===== src/rtl/mult_div_unit_if.sv =====
// rtl/mult_div_unit_if.sv - request/result bundle between register-file control and the mult/div unit
interface mult_div_unit_if #(
    parameter int WIDTH = 32
);
    logic             start;
    logic [1:0]       op;
    logic [WIDTH-1:0] operand_a;
    logic [WIDTH-1:0] operand_b;
    logic             mthi;
    logic             mtlo;
    logic [WIDTH-1:0] mt_data;
    logic             busy;
    logic             done;
    logic [WIDTH-1:0] hi;
    logic [WIDTH-1:0] lo;

    modport master (
        output start, op, operand_a, operand_b, mthi, mtlo, mt_data,
        input  busy, done, hi, lo
    );

    modport slave (
        input  start, op, operand_a, operand_b, mthi, mtlo, mt_data,
        output busy, done, hi, lo
    );
endinterface


===== src/rtl/mult_div_unit.sv =====
// rtl/mult_div_unit.sv - iterative MULT/MULTU/DIV/DIVU with HI/LO registers
// Works on magnitudes for WIDTH steps, then a single FIX cycle applies signs and loads HI/LO.
module mult_div_unit #(
    parameter int WIDTH = 32
) (
    input  logic           clk,
    input  logic           rstd,
    mult_div_unit_if.slave bus
);

    localparam int CW = $clog2(WIDTH) + 1;
    localparam logic [CW-1:0] LAST_STEP = CW'(WIDTH - 1);

    typedef enum logic [1:0] {
        S_IDLE,
        S_MUL,
        S_DIV,
        S_FIX
    } state_t;

    state_t             state_q, state_d;
    logic [CW-1:0]      cnt_q, cnt_d;
    logic [WIDTH-1:0]   a_q, a_d;
    logic [WIDTH-1:0]   b_q, b_d;
    logic [2*WIDTH-1:0] acc_q, acc_d;
    logic               sign_a_q, sign_a_d;
    logic               sign_b_q, sign_b_d;
    logic               is_div_q, is_div_d;
    logic [WIDTH-1:0]   hi_q, hi_d;
    logic [WIDTH-1:0]   lo_q, lo_d;
    logic               done_q, done_d;

    logic               in_sign_a, in_sign_b;
    logic [WIDTH-1:0]   abs_a, abs_b;
    logic [WIDTH:0]     mul_sum;
    logic [WIDTH:0]     div_trial;
    logic [2*WIDTH-1:0] prod_fix;
    logic [WIDTH-1:0]   quo_fix, rem_fix, raw_a;

    assign in_sign_a = bus.op[0] & bus.operand_a[WIDTH-1];
    assign in_sign_b = bus.op[0] & bus.operand_b[WIDTH-1];
    assign abs_a     = in_sign_a ? -bus.operand_a : bus.operand_a;
    assign abs_b     = in_sign_b ? -bus.operand_b : bus.operand_b;

    // acc holds {partial product, remaining multiplier bits} for MUL and {remainder, quotient} for DIV.
    assign mul_sum   = {1'b0, acc_q[2*WIDTH-1:WIDTH]} + (acc_q[0] ? {1'b0, a_q} : '0);
    assign div_trial = acc_q[2*WIDTH-1:WIDTH-1] - {1'b0, b_q};

    assign prod_fix  = (sign_a_q ^ sign_b_q) ? -acc_q : acc_q;
    assign quo_fix   = (sign_a_q ^ sign_b_q) ? -acc_q[WIDTH-1:0] : acc_q[WIDTH-1:0];
    assign rem_fix   = sign_a_q ? -acc_q[2*WIDTH-1:WIDTH] : acc_q[2*WIDTH-1:WIDTH];
    assign raw_a     = sign_a_q ? -a_q : a_q;

    always_ff @(posedge clk or negedge rstd) begin
        if (!rstd) begin
            state_q  <= S_IDLE;
            cnt_q    <= '0;
            a_q      <= '0;
            b_q      <= '0;
            acc_q    <= '0;
            sign_a_q <= 1'b0;
            sign_b_q <= 1'b0;
            is_div_q <= 1'b0;
            hi_q     <= '0;
            lo_q     <= '0;
            done_q   <= 1'b0;
        end else begin
            state_q  <= state_d;
            cnt_q    <= cnt_d;
            a_q      <= a_d;
            b_q      <= b_d;
            acc_q    <= acc_d;
            sign_a_q <= sign_a_d;
            sign_b_q <= sign_b_d;
            is_div_q <= is_div_d;
            hi_q     <= hi_d;
            lo_q     <= lo_d;
            done_q   <= done_d;
        end
    end

    always_comb begin
        state_d  = state_q;
        cnt_d    = cnt_q;
        a_d      = a_q;
        b_d      = b_q;
        acc_d    = acc_q;
        sign_a_d = sign_a_q;
        sign_b_d = sign_b_q;
        is_div_d = is_div_q;
        hi_d     = hi_q;
        lo_d     = lo_q;
        done_d   = 1'b0;

        case (state_q)
            S_IDLE: begin
                if (bus.start) begin
                    sign_a_d = in_sign_a;
                    sign_b_d = in_sign_b;
                    a_d      = abs_a;
                    b_d      = abs_b;
                    acc_d    = bus.op[1] ? {{WIDTH{1'b0}}, abs_a} : {{WIDTH{1'b0}}, abs_b};
                    is_div_d = bus.op[1];
                    cnt_d    = '0;
                    state_d  = bus.op[1] ? S_DIV : S_MUL;
                end else begin
                    if (bus.mthi) hi_d = bus.mt_data;
                    if (bus.mtlo) lo_d = bus.mt_data;
                end
            end
            S_MUL: begin
                acc_d = {mul_sum, acc_q[WIDTH-1:1]};
                cnt_d = cnt_q + 1'b1;
                if (cnt_q == LAST_STEP) state_d = S_FIX;
            end
            S_DIV: begin
                // Borrow out of the trial subtract means the divisor did not fit: shift in a 0.
                if (!div_trial[WIDTH]) begin
                    acc_d = {div_trial[WIDTH-1:0], acc_q[WIDTH-2:0], 1'b1};
                end else begin
                    acc_d = {acc_q[2*WIDTH-2:0], 1'b0};
                end
                cnt_d = cnt_q + 1'b1;
                if (cnt_q == LAST_STEP) state_d = S_FIX;
            end
            S_FIX: begin
                if (!is_div_q) begin
                    hi_d = prod_fix[2*WIDTH-1:WIDTH];
                    lo_d = prod_fix[WIDTH-1:0];
                end else if (b_q == '0) begin
                    hi_d = raw_a;
                    lo_d = '1;
                end else begin
                    hi_d = rem_fix;
                    lo_d = quo_fix;
                end
                done_d  = 1'b1;
                state_d = S_IDLE;
            end
            default: state_d = S_IDLE;
        endcase
    end

    assign bus.busy = (state_q != S_IDLE);
    assign bus.done = done_q;
    assign bus.hi   = hi_q;
    assign bus.lo   = lo_q;

endmodule


===== src/flat_wrapper.sv =====
// flat-port wrapper written by rule: the top's interface ports become plain ports
module mult_div_unit_flat 
#(
    parameter int WIDTH = 32
)
  (clk, rstd, bus_start, bus_op, bus_operand_a, bus_operand_b, bus_mthi, bus_mtlo, bus_mt_data, bus_busy, bus_done, bus_hi, bus_lo);
  mult_div_unit_if #(.WIDTH(WIDTH)) bus_i ();
  input  logic clk;
  input  logic rstd;
  input wire logic [$bits(bus_i.start)-1:0] bus_start;
  input wire logic [$bits(bus_i.op)-1:0] bus_op;
  input wire logic [$bits(bus_i.operand_a)-1:0] bus_operand_a;
  input wire logic [$bits(bus_i.operand_b)-1:0] bus_operand_b;
  input wire logic [$bits(bus_i.mthi)-1:0] bus_mthi;
  input wire logic [$bits(bus_i.mtlo)-1:0] bus_mtlo;
  input wire logic [$bits(bus_i.mt_data)-1:0] bus_mt_data;
  output wire logic [$bits(bus_i.busy)-1:0] bus_busy;
  output wire logic [$bits(bus_i.done)-1:0] bus_done;
  output wire logic [$bits(bus_i.hi)-1:0] bus_hi;
  output wire logic [$bits(bus_i.lo)-1:0] bus_lo;
  assign bus_i.start = bus_start;
  assign bus_i.op = bus_op;
  assign bus_i.operand_a = bus_operand_a;
  assign bus_i.operand_b = bus_operand_b;
  assign bus_i.mthi = bus_mthi;
  assign bus_i.mtlo = bus_mtlo;
  assign bus_i.mt_data = bus_mt_data;
  assign bus_busy = bus_i.busy;
  assign bus_done = bus_i.done;
  assign bus_hi = bus_i.hi;
  assign bus_lo = bus_i.lo;
  mult_div_unit #(.WIDTH(WIDTH)) u_core (.clk(clk), .rstd(rstd), .bus(bus_i));
endmodule

===== config.mk =====
export PLATFORM = sky130hd
export DESIGN_NAME = mult_div_unit_flat
export DESIGN_NICKNAME = d
export VERILOG_FILES = /design/src/rtl/mult_div_unit_if.sv /design/src/rtl/mult_div_unit.sv /design/src/flat_wrapper.sv
export SDC_FILE = /design/constraint.sdc
export NUM_CORES = 1
export LEC_CHECK = 0
export BUFFER_PORTS_ARGS = -buffer_cell sky130_fd_sc_hd__buf_2
export CAP_MARGIN = 20
export CORE_UTILIZATION = 45
export CTS_CLUSTER_DIAMETER = 100
export DETAILED_ROUTE_END_ITERATION = 8
export PLACE_DENSITY = 0.65
export SLEW_MARGIN = 25
export SYNTH_ARGS = -nofsm -noshare
export SYNTH_HDL_FRONTEND = slang
export SYNTH_SLANG_ARGS = --single-unit
export TNS_END_PERCENT = 50

===== constraint.sdc =====
create_clock -name clk -period 3.31 [get_ports clk]
set_input_delay 0.331 -clock clk [delete_from_list [all_inputs] [get_ports clk]]
set_output_delay 0.331 -clock clk [all_outputs]
set_load 0.05 [all_outputs]

==> run metrics, run 1 <==
reg-to-reg slack, setup=0.13 ns; clock sink count=204; Finished Cell Area=20500 sq um; Leak Pwr=9.16 nW; R2R depth=13; Max Clock Skew=0.0161 ns; Ports=169; number of synthesized flops with an enable pin=0; Synth Area in Compound Gates=27.5%; antenna cell count=0; clk_lat worst skew=0.55 ns; Netlist cell types=80; total grt overflow=0; Longest Clk Path Bufs=3; crit-path cells=inv_1 -> nor2_1 -> ha_1 -> fa_1 -> a21oi_2 -> o2bb2ai_1 -> a41o_1 -> a31oi_2 -> o31ai_2 -> a211oi_2 -> o31a_1 -> xor2_1 -> o221ai_1; final hold vios=0; multiplexer share of the synthesized area=2.55%; htree depth=1; I/O Buffers=168; Routed WL=68800 microns; Die H=198 microns; synthesized net count=2388; Via density=6.19; Int Power=0.0117 W; Final nets=2599; sw power=0.0141 W; Setup-failing EPs final=0; CP arrival=3.59 ns; register area share after synthesis=29.4%; share of cells above drive strength 1=17.8%; largest family of logic cells by synthesized area=compound AO/OA/AOI/OAI gates; Post-Synth Adder-Cell Area=5.57%; hold worst-path end=u_core.bus.hi[29]; P per Cell Area=1260 nW/um^2; fin util=54.3%; synthesized area per cell=7.85 sq um; min Tclk post-route=3.18 ns; number of remaining DRC errors=0; vias in the first global route=17100; Max stage delay cell, worst path=dfrtp_2; Non-Filler Instances=2950; max-cap violations=0; CP startpoint=u_core.acc_q[0]; RR Endpoint=u_core.acc_q[59]; max-slew violation count=0; Final Cycle Share=96.1%; Num CTS Buffers=25; crit path max fanout=12; Gate power share=69.5%; status=finished clean; FILL cells=3641; antenna viol nets, final=0; simple-gate share of the synthesized area=19.1%; starting density of the core=45.9%; GRT Total Usage=34.8%; Core Footprint=37800 sq um; Slew @ Worst Pin=0.818 ns; 1st-pass router iterations=6; Critical Path RT=3.72 ns; kind of critical path=flip-flop to flip-flop; Crit path largest cell delay=0.47 ns; Vias=18300; Clk pwr share=10.9%; asr flop ratio synth=100%; placed cell count=2902; crit end category=flip-flop; FF+latch count, synth=204; Syn Std Cell Area=17300 sq um; DP HPWL=54500 microns; maximum VDD drop=1.78 mV; DR iter-0 viols=2119; RD Place Congestion=0.999; sequential share of power=19.6%; full die area=39300 sq um; fmax=314 MHz; Post-synth top flop=dfrtp_1; largest net degree at the start of global routing=80; sw frac=54.7%; initial antenna violation count=2; Rel. slew slack=45.4%; Synth Area in XOR/XNOR=11.0%; Site Rows=71; HP Class=input port to flip-flop; Die X=198 microns; register clock-pin slew on the reported worst setup and hold paths=0.07 ns; CTS tree=done; hold depth=3; FF-to-FF Start=u_core.acc_q[0]; Synth warnings=0; setup TNS=0 ns; Routed wire per std cell=23.3 microns; first-pass GRT wire length=104000 microns; Post-DP Area=19600 sq um; Layout area overhead=18.2%; Syn Inst Count=2209; Worst Hold Launch=bus_mt_data[29]; clock root buffer=clkbuf_16; kind of start point of the critical path=flip-flop
## power groups by stage
stage / registers (W) / logic (W) / clock network [W]
after floorplan: 0.00585 / 0.0104 / 0
after global placement: 0.00500 / 0.0172 / 0
after detailed placement: 0.00504 / 0.0174 / 0
after CTS: 0.00500 / 0.0175 / 0.00284
after global routing: 0.00515 / 0.0194 / 0.00294
final: 0.00506 / 0.0179 / 0.00282
## worst max-delay path: cells and delay by family (launching register included)
family,cells,cell delay (ns)
compound gates,8,1.64
xor+xnor,1,0.15
fa+ha+maj,2,0.61
buf+inv,1,0.09
flops,1,0.47
simple gates,1,0.05
## repair_timing
item / in CTS / in global routing
pin swaps: 0 / 5
hold buffers: 1 / 0
setup buffers: 0 / 1
endpoints found under the hold margin: 75 / 0
setup endpoints to repair: 5 / 34
gates resized for setup: 2 / 24
## routing by layer
metal | track usage (%) | part of all wire, % | vias up
met4 | 13.6 | 4.2 | 2
met3 | 5.57 | 8.5 | 167
met2 | 53.4 | 44 | 868
met5 | 0 | 0.019 | -
met1 | 48.7 | 43 | 8808
li1 | - | - | 8429
## stage by stage
stage | hold WS, ns | setup WS [ns] | total power (W)
CTS | 0.0707 | -0.0219 | 0.0254
floorplan | 0.0354 | 0.0338 | 0.0163
detailed placement | 0.425 | -0.0571 | 0.0225
finish | 0.0792 | 0.129 | 0.0258
global route | 0.105 | -0.0137 | 0.0274
global placement | 0.422 | 0.0501 | 0.0222
## Yosys cell counts (13+ instances only)
library cell | instances | area share, %
o211ai_1 | 14 | 0.61
or3_1 | 22 | 0.79
a211oi_1 | 14 | 0.61
nand3_1 | 33 | 0.95
dfrtp_1 | 204 | 29
a221oi_1 | 19 | 0.96
mux2i_1 | 33 | 1.9
nor4_1 | 24 | 0.87
nor3_1 | 38 | 1.1
o221ai_1 | 23 | 1.2
and3_1 | 19 | 0.69
ha_1 | 74 | 5.3
clkbuf_1 | 127 | 2.7
and2_1 | 43 | 1.6
o22ai_1 | 26 | 0.94
xor2_1 | 111 | 5.6
nor2b_1 | 13 | 0.47
nand2_1 | 261 | 5.7
nor2_1 | 158 | 3.4
a31oi_1 | 15 | 0.54
a21oi_1 | 182 | 5.3
o31ai_1 | 44 | 1.9
o21ai_0 | 269 | 7.8
a21o_1 | 28 | 1.2
xnor2_1 | 107 | 5.4
nand2b_1 | 20 | 0.72
inv_1 | 63 | 1.4
a22oi_1 | 30 | 1.3
nand4_1 | 16 | 0.58
## cell type report
| cell class | count | area, sq um | area share (%) |
|---|---|---|---|
| Clock buffer | 34 | 729 | 3.56 |
| Clock inverter | 12 | 100 | 0.489 |
| Timing Repair Buffer | 330 | 2120 | 10.4 |
| Tap cell | 511 | 639 | 3.12 |
| Inverter | 65 | 244 | 1.19 |
| Multi-Input combinational cell | 1794 | 11500 | 56.3 |
| Sequential cell | 204 | 5110 | 24.9 |
## how the worst max path moves through the flow
stage / slack [ns] / end
after floorplan: 0.03 / u_core.acc_q[59]
after global placement: 0.05 / u_core.acc_q[59]
after detailed placement: -0.06 / u_core.acc_q[59]
after CTS: -0.02 / u_core.acc_q[47]
after global routing: -0.01 / u_core.acc_q[58]
final: 0.13 / u_core.acc_q[59]
## cell families (layout without fill, tap and decap cells)
| family | count (synthesis) | after routing |
|---|---|---|
| xor+xnor | 218 | 218 |
| fa+ha+maj | 76 | 76 |
| buf+inv | 211 | 441 |
| flops | 204 | 204 |
| mux | 42 | 42 |
| compound gates | 767 | 767 |
| simple gates | 691 | 691 |
## registers in the layout (all words and copies together) (netlist names)
signal and count:
u_core.a_q 32, u_core.acc_q 64, u_core.b_q 32, u_core.bus.done 1, u_core.bus.hi 32, u_core.bus.lo 32
u_core.cnt_q 6, u_core.is_div_q 1, u_core.sign_a_q 1, u_core.sign_b_q 1, u_core.state_q 2
## cell usage in the layout, fill, tap and decap left out, drive strengths merged, types with 30 or more instances in the layout
cell	instances
o31ai	44
nand2	263
o21ai	279
inv	65
xor2	111
xnor2	107
nor3	39
dfrtp	204
nand3	33
buf	328
a22oi	30
clkbuf	35
and2	43
ha	74
a21oi	182
mux2i	33
nor2	158
(Power assumes the default switching activity.)
==> inputs of run 2 (changes only) <==
CORE_UTILIZATION = 50   (was 45)
PLACE_DENSITY = 0.71   (was 0.65)
==> run 2 against run 1 <==
Net effect:
- wire length down 2.7%
- via count up 0.59%
- sequential power down 2%
- first-iteration DRC count down 2.5%
- critical path type unchanged
- worst hold slack worse by 0.013 ns
- critical path depth down 2
==> run metrics, run 2 (synthesis gave the netlist of run 1 again) <==
status=finished clean; kind of critical path=flip-flop to flip-flop; Finished Cell Area=20700 sq um (+0.94%); hold worst-path end=u_core.a_q[31]; number of remaining DRC errors=0 (unchanged); FF-to-FF Start=u_core.acc_q[22]; R2R depth=11 (-2); Via density=6.33 (+2.1%); reg-to-reg slack, setup=0.05 ns (-0.08 ns); I/O Buffers=168 (unchanged); Routed WL=67000 microns (-2.7%); RSZ-0062 raised after global routing=true; Die X=188 microns (-5.1%); min Tclk post-route=3.26 ns (+0.0786 ns); max FFs per register=64 (unchanged); 1st-pass router iterations=8 (+2); register clock-pin slew on the reported worst setup and hold paths=0.07 ns (about the same); Site Rows=67 (-5.6%); maximum VDD drop=1.57 mV (-12%); Rel. slew slack=35.3% (-10 points); max-slew violation count=0 (unchanged); clk_lat worst skew=0.55 ns (about the same); Routed wire per std cell=23.0 microns (-1.2%); kind of start point of the critical path=flip-flop; HP Class=input port to flip-flop; RD Place Congestion=0.987 (-1.2%); share of cells above drive strength 1=19.0% (+1.2 points); setup slack after layout=0.0507 ns (-0.0786 ns); Max Clock Skew=0.0287 ns (+0.0126 ns); crit path max fanout=11 (-1); Critical Path RT=3.76 ns (+0.04 ns); Worst Hold Launch=bus_operand_a[31]; largest net degree at the start of global routing=109 (+36%); DP HPWL=52900 microns (-2.9%); Longest Clk Path Bufs=3 (unchanged); Power Total=0.0263 W (+2.0%); Setup WS pre-CTS=-0.0129 ns (+0.0442 ns); full die area=35400 sq um (-9.9%); Slew @ Worst Pin=0.970 ns (+0.152 ns); first-pass GRT wire length=100000 microns (-3.1%); Final nets=2619 (+0.77%); final hold vios=0 (unchanged); flip-flop and latch area=5110 sq um (about the same); clock sink count=204 (unchanged); Hold Slack=0.0660 ns (-0.0131 ns); FILL cells=3032 (-17%); total grt overflow=0 (unchanged); initial antenna violation count=0 (-2); htree depth=1 (unchanged); setup TNS=0 ns (unchanged); crit end category=flip-flop; GRT Total Usage=36.8% (+2.0 points); most common cell after layout, fill and taps aside=o21ai_0; antenna cell count=0 (unchanged); CTS tree=done; Leak Pwr=9.32 nW (+1.7%); Post-DP Area=19600 sq um (+0.36%); CP arrival=3.71 ns (+0.12 ns); DR iter-0 viols=2067 (-2.5%); Setup-failing EPs final=0 (unchanged); starting density of the core=51.3% (+5.4 points); Die H=188 microns (-5.1%); vias in the first global route=16800 (-2.1%); RR Endpoint=u_core.bus.hi[29]; antenna viol nets, final=0 (unchanged); fmax=307 MHz (-2.4%); commonest non-fill, non-tap cells in the layout=265 x o21ai_0, 259 x nand2_1, 202 x dfrtp_1; Layout area overhead=19.3%; Largest Register=u_core.acc_q; Vias=18400 (+0.59%); Core Footprint=33800 sq um (-11%); hold depth=3 (unchanged); Num CTS Buffers=23 (-8.0%); clock root buffer=clkbuf_16; Ports=169 (unchanged); P per Cell Area=1270 nW/um^2 (+1.1%); max-cap violations=0 (unchanged); Final Cycle Share=98.5% (+2.4 points); multi-input combinational cell area=11600 sq um (+0.89%)
run 2: cell type report:
type | count | area share (%)
Clock inverter | 15 | 0.932
Multi-Input combinational cell | 1794 | 56.3
Tap cell | 448 | 2.71
Clock buffer | 27 | 3.05
Sequential cell | 204 | 24.7
Timing Repair Buffer | 352 | 11.1
Inverter | 65 | 1.18
run 2: power breakdown:
group          total, W  leakage (nW)  internal (W)  switching, W
clock network   0.00283         0.414       0.00168       0.00114
registers       0.00494          2.56       0.00367       0.00127
logic            0.0186          6.34       0.00676        0.0118
run 2: layer usage:
metal,GRT usage (%),vias up,part of all wire [%]
li1,-,8490,-
met1,52.9,8762,43
met2,56.6,984,44
met3,5.25,146,9.4
met4,12.0,0,3.5
met5,0,-,0
run 2: how the worst max path moves through the flow:
stage               slack [ns]             start                end
floorplan                 0.03   u_core.acc_q[0]   u_core.acc_q[59]
global placement          0.03  u_core.acc_q[23]   u_core.bus.hi[6]
detailed placement       -0.01  u_core.acc_q[31]   u_core.acc_q[45]
CTS                     -0.003   u_core.acc_q[0]   u_core.acc_q[59]
global route            -0.005  u_core.acc_q[31]   u_core.acc_q[48]
finish                    0.05  u_core.acc_q[22]  u_core.bus.hi[29]
run 2: critical path: stages (launching register included):
cell      delay [ns]
dfrtp_1         0.39
or4_4           0.53
or4_4           0.48
nor4_4          0.28
buf_4           0.18
nand2_2         0.05
buf_4           0.21
nor3_2          0.26
nor2_1          0.12
a22oi_1         0.20
o221ai_1        0.28
o21ai_1         0.18
run 2: repair_timing:
action | 4_1_cts | 5_1_grt
hold buffers | 1 | 0
pin swaps | 1 | 9
endpoints found under the hold margin | 85 | 0
resized for setup | 3 | 47
setup buffers | 0 | 2
cloned | 0 | 1
endpoints found under the setup margin | 10 | 61
run 2: through the flow:
| stage | cells | utilization [%] |
|---|---|---|
| floorplan | 2209 | - |
| global placement | 2859 | 58.1 |
| detailed placement | 2859 | 58.1 |
| CTS | 2902 | 60.6 |
| global route | 2905 | 61.2 |
| finish | 2905 | 61.2 |
